## src/rtl/data_write_bus.sv

```systemverilog
// CPU write path to onboard RAM and the USB ACIA, stalling the CPU while a write completes.
// Optional feature macro: ROM_WRITE_TRAP_EN adds the sticky romWriteFault output.
module data_write_bus #(
    parameter int RAM_WE_CYCLES = 2,
    parameter int USB_TIMEOUT   = 255
) (
    input  logic       clk,
    input  logic       reset,
    input  logic [7:0] cpuData,
    input  logic       cpuRw,
    input  logic       cpuStart,
    input  logic       romSelect,
    input  logic       ramSelect,
    input  logic       usbSelect,
    output logic [7:0] ramDataOut,
    output logic       ramDataOe,
    output logic       ramWeN,
    output logic [7:0] usbDataOut,
    output logic       usbWrite,
    input  logic       usbReady,
    output logic       cpuHold,
    output logic       usbDropped
`ifdef ROM_WRITE_TRAP_EN
    ,
    output logic       romWriteFault
`endif
);

    typedef enum logic [2:0] {
        IDLE       = 3'd0,
        RAM_SETUP  = 3'd1,
        RAM_WE     = 3'd2,
        RAM_HOLD   = 3'd3,
        USB_WAIT   = 3'd4,
        USB_STROBE = 3'd5
    } state_t;

    localparam logic [3:0] WE_LAST  = 4'(RAM_WE_CYCLES - 1);
    localparam logic [7:0] TMO_LAST = 8'(USB_TIMEOUT - 1);
    localparam logic       TMO_EN   = (USB_TIMEOUT != 0);

    state_t     state_q, state_d;
    logic [3:0] we_cnt_q, we_cnt_d;
    logic [7:0] usb_cnt_q, usb_cnt_d;
    logic [7:0] ram_data_q, ram_data_d;
    logic [7:0] usb_data_q, usb_data_d;
    logic       ram_oe_q, ram_oe_d;
    logic       ram_we_n_q, ram_we_n_d;
    logic       usb_write_q, usb_write_d;
    logic       cpu_hold_q, cpu_hold_d;
    logic       usb_dropped_q, usb_dropped_d;
`ifdef ROM_WRITE_TRAP_EN
    logic       rom_fault_q, rom_fault_d;
`endif

    // Next-state, data capture and counters; outputs are decoded from the next state
    // so the registered outputs line up with the state they describe.
    always_comb begin
        state_d       = state_q;
        we_cnt_d      = we_cnt_q;
        usb_cnt_d     = usb_cnt_q;
        ram_data_d    = ram_data_q;
        usb_data_d    = usb_data_q;
        usb_dropped_d = usb_dropped_q;
`ifdef ROM_WRITE_TRAP_EN
        rom_fault_d   = rom_fault_q;
`endif
        case (state_q)
            IDLE: begin
                if (cpuStart && !cpuRw) begin
                    if (romSelect) begin
`ifdef ROM_WRITE_TRAP_EN
                        rom_fault_d = 1'b1;
`endif
                        state_d = IDLE;
                    end else if (ramSelect) begin
                        ram_data_d = cpuData;
                        state_d    = RAM_SETUP;
                    end else if (usbSelect) begin
                        usb_data_d = cpuData;
                        usb_cnt_d  = 8'd0;
                        state_d    = USB_WAIT;
                    end else begin
                        state_d = IDLE;
                    end
                end else begin
                    state_d = IDLE;
                end
            end
            RAM_SETUP: begin
                we_cnt_d = 4'd0;
                state_d  = RAM_WE;
            end
            RAM_WE: begin
                if (we_cnt_q == WE_LAST) begin
                    state_d = RAM_HOLD;
                end else begin
                    we_cnt_d = we_cnt_q + 4'd1;
                end
            end
            RAM_HOLD: begin
                state_d = IDLE;
            end
            USB_WAIT: begin
                if (usbReady) begin
                    state_d = USB_STROBE;
                end else if (TMO_EN && (usb_cnt_q == TMO_LAST)) begin
                    state_d       = IDLE;
                    usb_dropped_d = 1'b1;
                end else begin
                    usb_cnt_d = usb_cnt_q + 8'd1;
                end
            end
            USB_STROBE: begin
                state_d = IDLE;
            end
            default: begin
                state_d = IDLE;
            end
        endcase

        ram_oe_d    = (state_d == RAM_SETUP) || (state_d == RAM_WE) || (state_d == RAM_HOLD);
        ram_we_n_d  = (state_d != RAM_WE);
        usb_write_d = (state_d == USB_STROBE);
        cpu_hold_d  = (state_d != IDLE);
    end

    // State, counter, data and output registers with synchronous reset.
    always_ff @(posedge clk) begin
        if (reset) begin
            state_q       <= IDLE;
            we_cnt_q      <= 4'd0;
            usb_cnt_q     <= 8'd0;
            ram_data_q    <= 8'h00;
            usb_data_q    <= 8'h00;
            ram_oe_q      <= 1'b0;
            ram_we_n_q    <= 1'b1;
            usb_write_q   <= 1'b0;
            cpu_hold_q    <= 1'b0;
            usb_dropped_q <= 1'b0;
`ifdef ROM_WRITE_TRAP_EN
            rom_fault_q   <= 1'b0;
`endif
        end else begin
            state_q       <= state_d;
            we_cnt_q      <= we_cnt_d;
            usb_cnt_q     <= usb_cnt_d;
            ram_data_q    <= ram_data_d;
            usb_data_q    <= usb_data_d;
            ram_oe_q      <= ram_oe_d;
            ram_we_n_q    <= ram_we_n_d;
            usb_write_q   <= usb_write_d;
            cpu_hold_q    <= cpu_hold_d;
            usb_dropped_q <= usb_dropped_d;
`ifdef ROM_WRITE_TRAP_EN
            rom_fault_q   <= rom_fault_d;
`endif
        end
    end

    assign ramDataOut = ram_data_q;
    assign ramDataOe  = ram_oe_q;
    assign ramWeN     = ram_we_n_q;
    assign usbDataOut = usb_data_q;
    assign usbWrite   = usb_write_q;
    assign cpuHold    = cpu_hold_q;
    assign usbDropped = usb_dropped_q;
`ifdef ROM_WRITE_TRAP_EN
    assign romWriteFault = rom_fault_q;
`endif

endmodule

```

## config.mk

```make
export PLATFORM = sky130hd
export DESIGN_NAME = data_write_bus
export DESIGN_NICKNAME = d
export VERILOG_FILES = /design/src/rtl/data_write_bus.sv
export SDC_FILE = /design/constraint.sdc
export NUM_CORES = 1
export LEC_CHECK = 0
export ABC_CLOCK_PERIOD_IN_PS = 1600
export CAP_MARGIN = 5
export CORE_ASPECT_RATIO = 2
export CORE_MARGIN = 4
export CORE_UTILIZATION = 40
export DETAILED_ROUTE_END_ITERATION = 10
export DONT_BUFFER_PORTS = 1
export GPL_TIMING_DRIVEN = 0
export PLACE_DENSITY_LB_ADDON = 0.1
export SLEW_MARGIN = 20
export SYNTH_ARGS = -nofsm -noshare
export SYNTH_HDL_FRONTEND = slang
export SYNTH_SLANG_ARGS = --single-unit
```

## constraint.sdc

```tcl
create_clock -name clk -period 1.6 [get_ports clk]
set_input_delay 0.08 -clock clk [delete_from_list [all_inputs] [get_ports clk]]
set_output_delay 0.08 -clock clk [all_outputs]
set_load 0.01 [all_outputs]
```

==> flow_summary.yaml <==
placed_design:
  portBuffers: 0
  dpl_cell_area_mm2: 0.00164
  dp_cells: 210
  gp_congestion: 0.756
  hpwl_um: 2460
  place_ws_ns: -0.0392
floorplanning:
  initial_core_util: 0.411
  rows: 32
  die_w_um: 52.4
  pin_count: 37
  die_y_um: 96.9
  dieArea_mm2: 0.00508
  coreArea_mm2: 0.00384
cells_and_area:
  layoutNonFillerInstCount: 231
  final_core_util: 0.501
  design_area_mm2: 0.00192
  drive_above_1_share: 0.172
  antenna_cells: 0
  final_nets: 199
  fill_cells: 390
  area.growth.synth_to_final_pct: 21.8
cts:
  cts_max_path_buffers: 2
  cts_inserted_buffers: 5
  clkSinkCount: 36
  htree_levels: 2
  tritoncts: "yes"
  ctsRootBufferMaster: "clkbuf_8"
  clk_pin_slew_ns: 0.08
  clk_latency_ns: 0.29
setup_path:
  cp_slowest_stage_delay_ns: 0.35
  crit_chain: "buf_2 -> nor4b_4 -> buf_4 -> o211ai_4 -> or3_1 -> a21oi_2"
  crit_type: "reg2reg"
  cp_data_arrival_time_ns: 1.75
  critPathLaunchType: "flop"
  crit_fanout: 9
  critPathSlowestCell: "or3_1"
  critPathCaptureType: "flop"
  cp.required_ns: 1.82
job:
  maxCapViolations: 0
logic_synthesis:
  synth-edff-count: 0
  ys_ff_latch: 36
  synth_cells: 159
  syn_area_mm2: 0.00158
  synth_area_leaders: "dfxtp_1, mux2i_1, nor2_1, xor2_1, ha_1"
  synth_area_per_cell_um2: 9.94
  synth.net_count: 179
  yosys.area.top_type_share: 0.456
  synth_cell_type_count: 42
  yosysWarnings: 0
  synth.most_common_cell: "dfxtp_1"
  synth_ff_type: "dfxtp_1"
  ys_seq_area_frac: 0.456
  synth_common_cells: "dfxtp_1, nor2_1, mux2i_1"
  synth_top_cell_by_area: "dfxtp_1"
  async_reset_ff_frac: 0
pwr:
  switching_share: 0.227
  p_switching_mw: 0.420
  pwr-share-comb: 0.058
  pwr-share-seq: 0.498
  p_int_mw: 1.43
  clock_power_share: 0.443
  finalPower_mw: 1.85
  p_leak_nw: 0.804
  ir_drop_mv: 0.628
  power.density_mw_per_mm2: 962
global_routing:
  grt_usage: 0.144
  antenna_found_initial: 0
  grt_max_degree: 14
  grt_overflow_total: 0
  grt_first_pass_wirelength_um: 5650
  grt_pass1_vias: 1212
sta:
  hold_viol_final: 0
  slew_headroom: 0.658
  fin_tns_setup_ns: 0
  setup_violations: 0
  worst_slack_ns: 0.0657
  rsz0062_at_grt: "false"
  finClkSkew_ns: 0.00547
  tightestPinTransition_ns: 0.512
  min_period_ns: 1.53
  post-route-period-util: 0.959
  clock.fmax_mhz: 652
  timing.hold.ws_ns: 0.0477
  finalMaxSlewViolations: 0
outcome:
  run_status: "completed"
route:
  ant_nets: 0
  vias_per_cell: 5.14
  num_vias: 1187
  post_drt_wl_per_cell_um: 14.6
  initialDrtViolationCount: 11
  route.detailed.drc: 0
  routed_wl_um: 3380
  drtPass1Iterations: 5
min_path:
  hold_path_class: "in2reg"
## power by group through the flow
stage / clock network [mW] / logic, mW / registers [mW]
6_report: 0.821 / 0.108 / 0.923
5_1_grt: 0.881 / 0.119 / 0.924
4_1_cts: 0.849 / 0.105 / 0.923
3_5_place_dp: 0 / 0.0809 / 0.944
3_3_place_gp: 0 / 0.0789 / 0.944
2_1_floorplan: 0 / 0.0643 / 0.941
## registers in the layout, indices dropped and copies added (netlist names)
| signal | flops |
|---|---|
| cpuHold | 1 |
| we_cnt_q | 4 |
| usbDropped | 1 |
| state_q | 3 |
| ramDataOut | 8 |
| usbDataOut | 8 |
| ramWeN | 1 |
| ramDataOe | 1 |
| usb_cnt_q | 8 |
| usbWrite | 1 |
## layout make-up
class | instances | area (µm²) | share of cell area
Inverter | 3 | 11.3 | 0.00585
Tap cell | 51 | 63.8 | 0.0332
Multi-Input combinational cell | 112 | 837 | 0.435
Clock buffer | 5 | 68.8 | 0.0358
Buffer | 8 | 53.8 | 0.0280
Timing Repair Buffer | 13 | 123 | 0.0637
Clock inverter | 3 | 46.3 | 0.0241
Sequential cell | 36 | 721 | 0.375
## per-layer routing
layer	GRT usage	wire length [µm]
met5	0	0
met4	0.0591	61
met3	0.0416	203
met2	0.252	1830
met1	0.153	1290
## logic make-up (layout without fill, tap and decap cells)
kind of cell             after synthesis  after routing  synth area share
AO/OA/AOI/OAI                         18             18            0.0871
XOR/XNOR                               7              7            0.0388
AND/OR/NAND/NOR                       63             63             0.219
flip-flops                            36             36             0.456
adder cells (fa/ha/maj)                4              4            0.0317
buffers and inverters                 11             32            0.0396
multiplexers                          20             20             0.128
## worst max-delay path, delay by kind of cell, from the launching register on
kind	cells	cell delay (ns)
AND/OR/NAND/NOR	2	0.57
buffers and inverters	2	0.37
flip-flops	1	0.30
AO/OA/AOI/OAI	2	0.24
## what timing repair did
item / CTS / global route
setup endpoints to repair: 5 / 18
hold buffers: 10 / 0
endpoints found under the hold margin: 18 / 0
gates cloned: 0 / 0
resized for setup: 2 / 8
pin swaps: 0 / 2
setup buffers: 2 / 1
## cell usage in the layout (no fill, tap or decap), types with 2 or more instances in the layout
cell type | synthesis | final
ha_1 | 4 | 4
mux2i_1 | 18 | 18
clkbuf_8 | 0 | 5
nand4_1 | 3 | 3
nor3_1 | 3 | 3
buf_6 | 2 | 2
nand2_1 | 9 | 8
xor2_1 | 6 | 6
inv_1 | 3 | 3
mux2_2 | 2 | 2
a21oi_2 | 2 | 2
nor3b_1 | 3 | 2
nand2b_1 | 4 | 4
clkbuf_1 | 2 | 2
nor4b_4 | 2 | 3
nor2_1 | 27 | 27
buf_4 | 1 | 5
dlygate4sd3_1 | 0 | 10
a31oi_1 | 2 | 2
nand3_1 | 3 | 2
dfxtp_1 | 36 | 36
a21oi_1 | 5 | 5
## worst paths after layout
| path | startpoint | cells past startpoint | endpoint | slack (ns) |
|---|---|---|---|---|
| max | state_q[1] | 6 | usb_cnt_q[7] | 0.07 |
| min reg2reg | usb_cnt_q[6] | 2 | usb_cnt_q[6] | 0.48 |
| max reg2reg | state_q[1] | 6 | usb_cnt_q[7] | 0.07 |
| min | ramSelect | 3 | state_q[2] | 0.05 |
Power figures use the tool's default switching activity.
